<file path="src/rtl/icache_dm_pkg.sv">
// Shared definitions for the direct-mapped instruction cache:
// FSM states, bridge read-type codes and default geometry.
package icache_dm_pkg;

  localparam int DEF_LINE_NUM   = 16;
  localparam int DEF_LINE_WORDS = 4;

  localparam logic [2:0] RD_TYPE_LINE = 3'b100;
  localparam logic [2:0] RD_TYPE_WORD = 3'b010;

  typedef enum logic [2:0] {
    ST_IDLE   = 3'd0,
    ST_LOOKUP = 3'd1,
    ST_MISS   = 3'd2,
    ST_REFILL = 3'd3,
    ST_RESP   = 3'd4
  } state_e;

  // Byte address of the first word of the line containing addr.
  function automatic logic [31:0] line_base(input logic [31:0] addr, input int line_words);
    logic [31:0] mask;
    mask = 32'(line_words * 4) - 32'd1;
    return addr & ~mask;
  endfunction

endpackage

</file>
<file path="src/rtl/icache_line_ram.sv">
// Tag/valid/data storage for the direct-mapped icache: combinational read,
// per-word write, tag write that also sets valid, and bulk valid clear.
module icache_line_ram
  import icache_dm_pkg::*;
#(
  parameter int LINE_NUM   = DEF_LINE_NUM,
  parameter int LINE_WORDS = DEF_LINE_WORDS,
  localparam int IDX_W     = $clog2(LINE_NUM),
  localparam int OFF_W     = $clog2(LINE_WORDS),
  localparam int TAG_W     = 32 - IDX_W - OFF_W - 2
) (
  input  logic             clk,
  input  logic             resetn,
  input  logic [IDX_W-1:0] rd_idx,
  input  logic [OFF_W-1:0] rd_off,
  output logic             rd_valid,
  output logic [TAG_W-1:0] rd_tag,
  output logic [31:0]      rd_word,
  input  logic             wr_word_en,
  input  logic [IDX_W-1:0] wr_idx,
  input  logic [OFF_W-1:0] wr_off,
  input  logic [31:0]      wr_data,
  input  logic             wr_tag_en,
  input  logic [TAG_W-1:0] wr_tag,
  input  logic             clr_all
);

  logic [LINE_NUM-1:0]              valid_q;
  logic [LINE_NUM-1:0]              valid_d;
  logic [TAG_W-1:0]                 tag_mem  [LINE_NUM];
  logic [LINE_WORDS-1:0][31:0]      data_mem [LINE_NUM];

  // Valid-bit update: a bulk clear never coincides with a refill, but wins if it did.
  always_comb begin
    valid_d = valid_q;
    if (clr_all) begin
      valid_d = {LINE_NUM{1'b0}};
    end else if (wr_tag_en) begin
      valid_d[wr_idx] = 1'b1;
    end else begin
      valid_d = valid_q;
    end
  end

  // Valid bits are the only reset storage.
  always_ff @(posedge clk or negedge resetn) begin
    if (!resetn) begin
      valid_q <= {LINE_NUM{1'b0}};
    end else begin
      valid_q <= valid_d;
    end
  end

  // Tag and data arrays.
  always_ff @(posedge clk) begin
    if (wr_word_en) begin
      data_mem[wr_idx][wr_off] <= wr_data;
    end
    if (wr_tag_en) begin
      tag_mem[wr_idx] <= wr_tag;
    end
  end

  // Asynchronous read port.
  always_comb begin
    rd_valid = valid_q[rd_idx];
    rd_tag   = tag_mem[rd_idx];
    rd_word  = data_mem[rd_idx][rd_off];
  end

endmodule

</file>
<file path="src/rtl/icache_dm.sv">
// Direct-mapped, blocking instruction cache between the IF stage and the
// AXI read bridge; uncached fetches go straight to the bridge as single words.
module icache_dm
  import icache_dm_pkg::*;
#(
  parameter int LINE_NUM   = DEF_LINE_NUM,
  parameter int LINE_WORDS = DEF_LINE_WORDS
) (
  input  logic        clk,
  input  logic        resetn,
  input  logic        inst_sram_req,
  input  logic [31:0] inst_sram_addr,
  input  logic        inst_uncached,
  output logic        inst_sram_addr_ok,
  output logic        inst_sram_data_ok,
  output logic [31:0] inst_sram_rdata,
  input  logic        inv_valid,
  output logic        rd_req,
  output logic [2:0]  rd_type,
  output logic [31:0] rd_addr,
  input  logic        rd_rdy,
  input  logic        ret_valid,
  input  logic        ret_last,
  input  logic [31:0] ret_data
);

  localparam int IDX_W = $clog2(LINE_NUM);
  localparam int OFF_W = $clog2(LINE_WORDS);
  localparam int TAG_W = 32 - IDX_W - OFF_W - 2;

  state_e           state_q, state_d;
  logic [31:0]      addr_q, addr_d;
  logic             unc_q, unc_d;
  logic             inv_pend_q, inv_pend_d;
  logic [OFF_W-1:0] cnt_q, cnt_d;
  logic [31:0]      word_q, word_d;
  logic [31:0]      rdata_q, rdata_d;

  logic [IDX_W-1:0] idx_s;
  logic [OFF_W-1:0] off_s;
  logic [TAG_W-1:0] tag_s;
  logic             ram_valid_s;
  logic [TAG_W-1:0] ram_tag_s;
  logic [31:0]      ram_word_s;
  logic             hit_s;
  logic             accept_s;
  logic             wr_word_en_s;
  logic             wr_tag_en_s;
  logic             clr_all_s;

  assign idx_s = addr_q[2+OFF_W +: IDX_W];
  assign off_s = addr_q[2 +: OFF_W];
  assign tag_s = addr_q[31 -: TAG_W];

  icache_line_ram #(
    .LINE_NUM   (LINE_NUM),
    .LINE_WORDS (LINE_WORDS)
  ) u_ram (
    .clk        (clk),
    .resetn     (resetn),
    .rd_idx     (idx_s),
    .rd_off     (off_s),
    .rd_valid   (ram_valid_s),
    .rd_tag     (ram_tag_s),
    .rd_word    (ram_word_s),
    .wr_word_en (wr_word_en_s),
    .wr_idx     (idx_s),
    .wr_off     (cnt_q),
    .wr_data    (ret_data),
    .wr_tag_en  (wr_tag_en_s),
    .wr_tag     (tag_s),
    .clr_all    (clr_all_s)
  );

  // Hit/accept decode; reset also masks acceptance so addr_ok reads 0 while held.
  always_comb begin
    hit_s    = (state_q == ST_LOOKUP) & ram_valid_s & (ram_tag_s == tag_s) & ~unc_q;
    accept_s = resetn & inst_sram_req & ~inv_valid & ~inv_pend_q &
               ((state_q == ST_IDLE) | hit_s);
  end

  // Next-state, bridge request and response datapath.
  always_comb begin
    state_d           = state_q;
    addr_d            = addr_q;
    unc_d             = unc_q;
    inv_pend_d        = inv_pend_q;
    cnt_d             = cnt_q;
    word_d            = word_q;
    rdata_d           = rdata_q;
    inst_sram_addr_ok = accept_s;
    inst_sram_data_ok = 1'b0;
    rd_req            = 1'b0;
    rd_type           = RD_TYPE_LINE;
    rd_addr           = 32'h0000_0000;
    wr_word_en_s      = 1'b0;
    wr_tag_en_s       = 1'b0;
    clr_all_s         = 1'b0;

    if (accept_s) begin
      addr_d = inst_sram_addr;
      unc_d  = inst_uncached;
    end else begin
      addr_d = addr_q;
    end

    // Invalidations seen mid-transaction wait for IDLE so the fill in flight
    // still completes, and then also clear the line it just wrote.
    if (state_q == ST_IDLE) begin
      clr_all_s  = inv_valid | inv_pend_q;
      inv_pend_d = 1'b0;
    end else if (inv_valid) begin
      inv_pend_d = 1'b1;
    end else begin
      inv_pend_d = inv_pend_q;
    end

    case (state_q)
      ST_IDLE: begin
        state_d = accept_s ? ST_LOOKUP : ST_IDLE;
      end
      ST_LOOKUP: begin
        if (hit_s) begin
          inst_sram_data_ok = 1'b1;
          rdata_d           = ram_word_s;
          state_d           = accept_s ? ST_LOOKUP : ST_IDLE;
        end else begin
          state_d = ST_MISS;
        end
      end
      ST_MISS: begin
        rd_req  = 1'b1;
        rd_type = unc_q ? RD_TYPE_WORD : RD_TYPE_LINE;
        rd_addr = unc_q ? addr_q : line_base(addr_q, LINE_WORDS);
        state_d = rd_rdy ? ST_REFILL : ST_MISS;
      end
      ST_REFILL: begin
        if (ret_valid) begin
          if (unc_q) begin
            word_d = ret_data;
          end else begin
            wr_word_en_s = 1'b1;
            word_d       = (cnt_q == off_s) ? ret_data : word_q;
          end
          if (ret_last) begin
            cnt_d       = {OFF_W{1'b0}};
            wr_tag_en_s = ~unc_q;
            state_d     = ST_RESP;
          end else begin
            cnt_d = cnt_q + OFF_W'(1);
          end
        end else begin
          cnt_d = cnt_q;
        end
      end
      ST_RESP: begin
        inst_sram_data_ok = 1'b1;
        rdata_d           = word_q;
        state_d           = ST_IDLE;
      end
      default: begin
        state_d = ST_IDLE;
      end
    endcase

    inst_sram_rdata = rdata_d;
  end

  // Control and context registers; reset abandons any miss in flight.
  always_ff @(posedge clk or negedge resetn) begin
    if (!resetn) begin
      state_q    <= ST_IDLE;
      addr_q     <= 32'h0000_0000;
      unc_q      <= 1'b0;
      inv_pend_q <= 1'b0;
      cnt_q      <= {OFF_W{1'b0}};
      word_q     <= 32'h0000_0000;
      rdata_q    <= 32'h0000_0000;
    end else begin
      state_q    <= state_d;
      addr_q     <= addr_d;
      unc_q      <= unc_d;
      inv_pend_q <= inv_pend_d;
      cnt_q      <= cnt_d;
      word_q     <= word_d;
      rdata_q    <= rdata_d;
    end
  end

endmodule

</file>
<file path="config.mk">
export PLATFORM = sky130hd
export DESIGN_NAME = icache_dm
export DESIGN_NICKNAME = d
export VERILOG_FILES = /design/src/rtl/icache_dm_pkg.sv /design/src/rtl/icache_line_ram.sv /design/src/rtl/icache_dm.sv
export SDC_FILE = /design/constraint.sdc
export NUM_CORES = 2
export LEC_CHECK = 0
export CORE_AREA = 2 2 501 503
export CTS_BUF_LIST = sky130_fd_sc_hd__clkbuf_4 sky130_fd_sc_hd__clkbuf_8
export DETAILED_ROUTE_END_ITERATION = 8
export DIE_AREA = 0 0 503 505
export PLACE_DENSITY = 0.57
export REMOVE_ABC_BUFFERS = 1
export SETUP_SLACK_MARGIN = 0.2
export SYNTH_ARGS = -nofsm -noshare
export SYNTH_HDL_FRONTEND = slang
export SYNTH_SLANG_ARGS = --single-unit
</file>
<file path="constraint.sdc">
create_clock -name clk -period 4.95 [get_ports clk]
set_clock_uncertainty 0.1 [all_clocks]
set_input_delay 0.99 -clock clk [delete_from_list [all_inputs] [get_ports clk]]
set_output_delay 0.99 -clock clk [all_outputs]
set_load 0.005 [all_outputs]
</file>
# Yosys cells after proc, flatten, opt, wreduce, memory -nomap -nowiden
# Memories as Yosys holds them, arrays and structs flattened.
# Cells that the tools add are included.
# classes
add_sub_neg	1
n_lt_le_gt_ge	5
n_eq_ne	8
mux	41
bitwise_logic	13
n_reduce_logical	9
# op_table
operator	count
$mux W32	6
$mux W128	1
$bmux W32 S2	1
$demux W32 S2	1
$pmux W32 S2	1
$mux W16	2
$eq A24 B24 Y1	1
$mux W1	18
$or A16 B16 Y16	1
$mux W3	4
$pmux W3 S4	1
$and A1 B1 Y1	7
$eq A3 B2 Y1 const B	2
$lt A2 B3 Y1 const B	2
$reduce_bool A2 Y1	3
$lt A4 B5 Y1 const B	1
$bmux W1 S4	1
$demux W1 S4	1
$ge A4 B1 Y1 const B	1
$mux W2	2
$mux W4	1
$ne A2 B2 Y1 const B	2
$reduce_and A2 Y1	2
$eq A3 B1 Y1 const B	1
10 further kinds	14
# word_totals
register_bits	119
mem_bits_rw	2432
input_bits	72
n_memories	2
# memory_table
name	words	width	rd	rd_ports_with_merged_regs	wr	line	source
u_ram.data_mem	16	128	1	0	1	icache_line_ram.sv:31	logic [LINE_WORDS-1:0][31:0] data_mem [LINE_NUM];
u_ram.tag_mem	16	24	1	0	1	icache_line_ram.sv:30	logic [TAG_W-1:0] tag_mem [LINE_NUM];

# Logic depth before layout (Yosys ltp)
# depth
word_depth	10
depth_mapped	16
ltp_nobuf	8

# Modules after synthesis
# Synthesis repeated with hierarchy kept, for this count alone.
# hier_totals
hier_cells	4284
hier_area_um2	97832.6
# modules_own_cells
module	n_inst	cells_per_inst	area_each_um2
icache_line_ram	1	3921	93021.7
icache_dm	1	363	4810.9

# Least setup slack after synthesis
# No wires, ideal clock.
# synth_timing
path_kind	register to register
from	reg addr_q[4]
to	mem u_ram.data_mem[9][100] (netlist name) (enable)
setup_time_ns	0.421
arrival_time_ns	3.968
slack_ns	0.461
stages_incl_launch_ff	14
path_buffers	10
path_cell_list	dfrtp_1 -> buf_4 -> buf_6 -> buf_6 -> buf_6 -> buf_4 -> buf_4 -> buf_2 -> buf_4 -> buf_4 -> buf_2 -> nor2b_1 -> nand2_1 -> nor2_1
# synth_lines
element	line	source
start, declared	icache_dm.sv:32	logic [31:0] addr_q, addr_d;
start signal, assigned	icache_dm.sv:181	addr_q <= addr_d;
end, declared	icache_line_ram.sv:31	
# No word-level cell before the write port.

# Worst setup path in the final report
# layout_timing
from	reg addr_q[4]
to	out inst_sram_rdata[2]
# layout_via
elab_chain_cells	7
# layout_lines
element	line	source
branches (longest 5 deep; another with $mem_v2 Z16 W24)	-	
$mux W32 (*)	icache_dm.sv:123	if (hit_s) begin
$pmux W32 S2 (*)	icache_dm.sv:118	case (state_q)
end, declared	icache_dm.sv:16	output logic [31:0] inst_sram_rdata,
# Every way passes the cells marked *. The select of a mux whose other input is x is not followed.

==> impl_metrics.sql <==
INSERT INTO impl_metrics (metric_group, metric, value, unit) VALUES
('layout', 'fillers', '20647', ''),
('layout', 'design.final.nets', '5595', ''),
('worst_hold_path', 'worst_min_path_class', 'input port to flip-flop', ''),
('critical_path', 'cp.required', '3.86', 'ns'),
('sta', 'hold_slack', '0.207', 'ns'),
('placed_design', 'dp_slack', '-0.224', 'ns'),
('critical_path', 'worstSetupStartpointType', 'flip-flop', ''),
('synth', 'synth-edff-count', '2432', ''),
('drt', 'wire_per_inst', '31.9', 'um'),
('floorplanning', 'std_cell_rows', '183', ''),
('critical_path', 'timing.critical_path.from', 'addr_q[4]', ''),
('drt', 'drt.antenna.violating_nets', '0', ''),
('sta', 'max_slew.worst_pin.slew', '1.25', 'ns'),
('placed_design', 'port_buffers', '140', ''),
('clocking', 'cts.sinks', '2551', ''),
('sta', 'hold_viol', '0', ''),
('drt', 'detailedRoute.firstPassIterationCount', '5', ''),
('drt', 'routed-via-count', '53146', ''),
('sta', 'rsz0062_at_grt', 'yes', ''),
('worst_hold_path', 'hp-start', 'ret_data[15]', ''),
('grt', 'grt_start_max_net_pins', '66', ''),
('sta', 'layout_min_cycle_time', '5.90', 'ns'),
('synth', 'synth-main-ff-cell', 'sky130_fd_sc_hd__edfxtp_1', ''),
('clocking', 'clock_insertion_delay_worst_skew', '1.06', 'ns'),
('sta', 'timing.final.setup_violations', '34', ''),
('outcome', 'failed_checks', 'setup timing', ''),
('floorplanning', 'start_util', '39.9', '%'),
('floorplanning', 'die_w', '503', 'um'),
('critical_path', 'maximum_fanout_count_along_the_critical_path', '7', ''),
('critical_path', 'r2r.worst_path.cells', '7', ''),
('sta', 'timing.final.ws_setup', '-0.955', 'ns'),
('critical_path', 'crit_path_end_kind', 'output pin', ''),
('layout', 'area_growth', '19.2', '%'),
('outcome', 'status', 'complete, but fails checks', ''),
('placed_design', 'placedInstanceArea', '109000', 'um^2'),
('layout', 'postLayoutCellArea', '118000', 'um^2'),
('synth', 'mean_cell_area_of_the_mapped_netlist', '21.0', 'um^2'),
('placed_design', 'gp_congestion', '0.824', ''),
('power', 'power.ir.vdd_worst', '0.287', 'mV'),
('grt', 'final_global_route_overflow_total', '0', ''),
('synth', 'synth_cells', '4717', ''),
('grt', 'grtUsageTotal', '22.6', '%'),
('floorplanning', 'fp.dieH', '505', 'um'),
('sta', 'maxSlewHeadroom', '16.6', '%'),
('drt', 'route.detailed.drc', '0', ''),
('power', 'power_density', '539', 'nW/um^2'),
('clocking', 'cts_buf_count', '425', ''),
('floorplanning', 'top_level_ports', '142', ''),
('run', 'cap_viol_max_count', '0', ''),
('synth', 'synth.yosys.seq_area_share', '76.7', '%'),
('synth', 'async_reset_ff_share', '4.66', '%'),
('grt', 'antenna_violations_before_repair', '11', ''),
('grt', 'first_global_vias', '53056', ''),
('synth', 'synthesis.area', '99100', 'um^2'),
('sta', 'period_share', '119', '%'),
('critical_path', 'timing_worst_setup_path_type', 'flip-flop to output pin', ''),
('synth', 'distinct_cell_type_count_of_the_synthesized_netlist', '68', ''),
('floorplanning', 'fp.coreArea', '248000', 'um^2'),
('layout', 'most_common_cell_after_layout_fill_and_taps_aside', 'sky130_fd_sc_hd__edfxtp_1', ''),
('clocking', 'buffer_type_at_the_clock_tree_root', 'sky130_fd_sc_hd__clkbuf_8', ''),
('layout', 'area_occupied_by_multi_input_gates', '22600', 'um^2'),
('floorplanning', 'die-area', '254000', 'um^2'),
('clocking', 'tritoncts', 'yes', ''),
('drt', 'initialDrtViolationCount', '6264', ''),
('placed_design', 'dpl_wire_length', '159', 'mm'),
('synth', 'synth-seq-cells', '2551', ''),
('clocking', 'ctsHtreeMaxLevel', '5', ''),
('critical_path', 'regToRegStartpoint', 'state_q[2]', ''),
('layout', 'final_cell_mix', 'sky130_fd_sc_hd__edfxtp_1, sky130_fd_sc_hd__mux4_2, sky130_fd_sc_hd__clkbuf_8, sky130_fd_sc_hd__buf_4, sky130_fd_sc_hd__mux2i_1', ''),
('sta', 'clock.fmax', '169', 'MHz'),
('sta', 'report.final.slew_viol_count', '0', ''),
('drt', 'drt-total-wl', '293', 'mm'),
('synth', 'yosysWarnings', '0', ''),
('clocking', 'clock_slew_at_reported_path_ffs', '0.06', 'ns'),
('layout', 'layout-drive-gt1-share', '34.6', '%'),
('layout', 'seq_area', '76000', 'um^2'),
('critical_path', 'worst_ep_arrival_time', '4.81', 'ns'),
('grt', 'grt_first_pass_wirelength', '406', 'mm'),
('worst_hold_path', 'min_path_cells', '1', ''),
('drt', 'vias_per_cell', '5.79', ''),
('power', 'p_leak', '38.1', 'nW'),
('clocking', 'clock_tree.buffer_depth', '4', '');
Yosys cell counts (5+ instances only):
master / count / area (um^2)
sky130_fd_sc_hd__edfxtp_1: 2432 / 73000
sky130_fd_sc_hd__mux4_2: 574 / 12900
sky130_fd_sc_hd__mux2i_1: 205 / 2050
sky130_fd_sc_hd__nand2_1: 189 / 709
sky130_fd_sc_hd__nor2_1: 148 / 556
sky130_fd_sc_hd__clkbuf_1: 129 / 484
sky130_fd_sc_hd__dfrtp_1: 119 / 2980
sky130_fd_sc_hd__a21oi_1: 59 / 295
sky130_fd_sc_hd__buf_2: 58 / 290
sky130_fd_sc_hd__o22ai_1: 55 / 344
sky130_fd_sc_hd__and3_1: 53 / 332
sky130_fd_sc_hd__inv_1: 51 / 191
sky130_fd_sc_hd__a31oi_1: 49 / 307
sky130_fd_sc_hd__mux2_2: 47 / 529
sky130_fd_sc_hd__buf_1: 46 / 173
sky130_fd_sc_hd__a22oi_1: 44 / 330
sky130_fd_sc_hd__o31ai_1: 38 / 285
sky130_fd_sc_hd__a221oi_1: 37 / 324
sky130_fd_sc_hd__a221o_1: 31 / 310
sky130_fd_sc_hd__o211ai_2: 30 / 375
sky130_fd_sc_hd__buf_4: 29 / 218
sky130_fd_sc_hd__nor3_1: 26 / 130
sky130_fd_sc_hd__nand3_1: 24 / 120
sky130_fd_sc_hd__o21ai_0: 24 / 120
sky130_fd_sc_hd__o21a_1: 20 / 150
sky130_fd_sc_hd__o21ai_1: 17 / 85.1
sky130_fd_sc_hd__and2_1: 15 / 93.8
sky130_fd_sc_hd__buf_6: 13 / 146
sky130_fd_sc_hd__a22o_1: 12 / 105
sky130_fd_sc_hd__o2111ai_1: 11 / 96.3
sky130_fd_sc_hd__o211ai_1: 11 / 82.6
sky130_fd_sc_hd__nand2b_1: 10 / 62.6
sky130_fd_sc_hd__nor2b_1: 10 / 62.6
sky130_fd_sc_hd__nand4_1: 9 / 56.3
sky130_fd_sc_hd__o221ai_1: 8 / 70.1
sky130_fd_sc_hd__xnor2_1: 8 / 70.1
sky130_fd_sc_hd__a2111oi_0: 7 / 61.3
sky130_fd_sc_hd__nor3b_1: 7 / 52.6
sky130_fd_sc_hd__xor2_1: 7 / 61.3
sky130_fd_sc_hd__mux2_1: 5 / 56.3
routing by layer:
metal,share of wire (%),track usage (%),vias to the layer above
met4,2.7,6.46,0
met1,42,32.1,28800
met5,0,0,-
met2,48,36.0,2490
li1,-,-,21411
met3,7.8,3.93,445
state kept, by name, indices dropped and copies added (netlist names):
| name | flops |
|---|---|
| addr_q | 32 |
| cnt_q | 2 |
| inv_pend_q | 1 |
| rdata_q | 32 |
| state_q | 3 |
| u_ram.data_mem | 2048 |
| u_ram.tag_mem | 384 |
| u_ram.valid_q | 16 |
| unc_q | 1 |
| word_q | 32 |
power breakdown:
group / internal (mW) / leakage (nW) / switching, mW
clock network: 9.70 / 4.30 / 8.25
logic: 9.13 / 10.4 / 11.4
registers: 24.6 / 23.4 / 0.544
area by class of cell:
type	instances	area share, %
Timing Repair Buffer	651	5.97
Clock inverter	158	0.756
Inverter	54	0.189
Sequential cell	2551	64.3
Clock buffer	596	6.10
Multi-Input combinational cell	1836	19.1
Antenna cell	9	0.0191
Tap cell	3330	3.53
cell families (layout without fill, tap and decap cells):
family	Yosys count	after routing	share of synthesized area, %
adders and majority gates	4	4	0.0505
AOI/OAI and AO/OA	475	475	3.57
muxes	831	831	15.7
buffers and inverters	330	1459	1.53
DFF	2551	2551	76.7
and+or+nand+nor	510	510	2.34
other	1	10	0.00378
xor gates and xnor gates	15	15	0.133
what timing repair did:
item / CTS / global route
hold buffers: 1 / 0
endpoints found under the setup margin: 52 / 34
buffers inserted: 12 / 46
cloned: 7 / 7
resized for setup: 147 / 81
endpoints found under the hold margin: 29 / 0
pin swaps: 9 / 47
metrics by stage:
stage               power [mW]  utilization (%)  setup TNS [ns]  instances
global route              65.9             47.6          -33.87       9182
finish                    63.6             47.6          -28.49       9185
CTS                       63.6             47.3          -33.12       9123
detailed placement        45.0             43.8           -5.48       8349
floorplan                 34.2                -               -       4441
global placement          45.0             43.8           -5.72       8349
final timing paths:
check / to / slack, ns
setup / recovery: inst_sram_rdata[2] / -0.95
hold / removal: u_ram.data_mem[1][47] / 0.21
setup reg to reg: u_ram.data_mem[14][87] / 0.95
hold reg to reg: u_ram.valid_q[5] / 0.39
max in group asynchronous: word_q[31] / 2.45
min in group asynchronous: word_q[26] / 0.29
critical path: stages (launching register included):
cell and delay [ns]:
sky130_fd_sc_hd__dfrtp_4 0.56, sky130_fd_sc_hd__buf_12 0.18, sky130_fd_sc_hd__buf_12 0.12, sky130_fd_sc_hd__buf_6 0.10, sky130_fd_sc_hd__mux4_2 0.55, sky130_fd_sc_hd__a221oi_4 0.35
sky130_fd_sc_hd__xnor2_2 0.18, sky130_fd_sc_hd__a2111oi_4 0.33, sky130_fd_sc_hd__and4_4 0.30, sky130_fd_sc_hd__a21oi_4 0.06, sky130_fd_sc_hd__buf_12 0.15, sky130_fd_sc_hd__buf_12 0.15
sky130_fd_sc_hd__clkbuf_16 0.19, sky130_fd_sc_hd__a221o_1 0.36, sky130_fd_sc_hd__clkbuf_2 0.12
(Power assumes the default switching activity.)
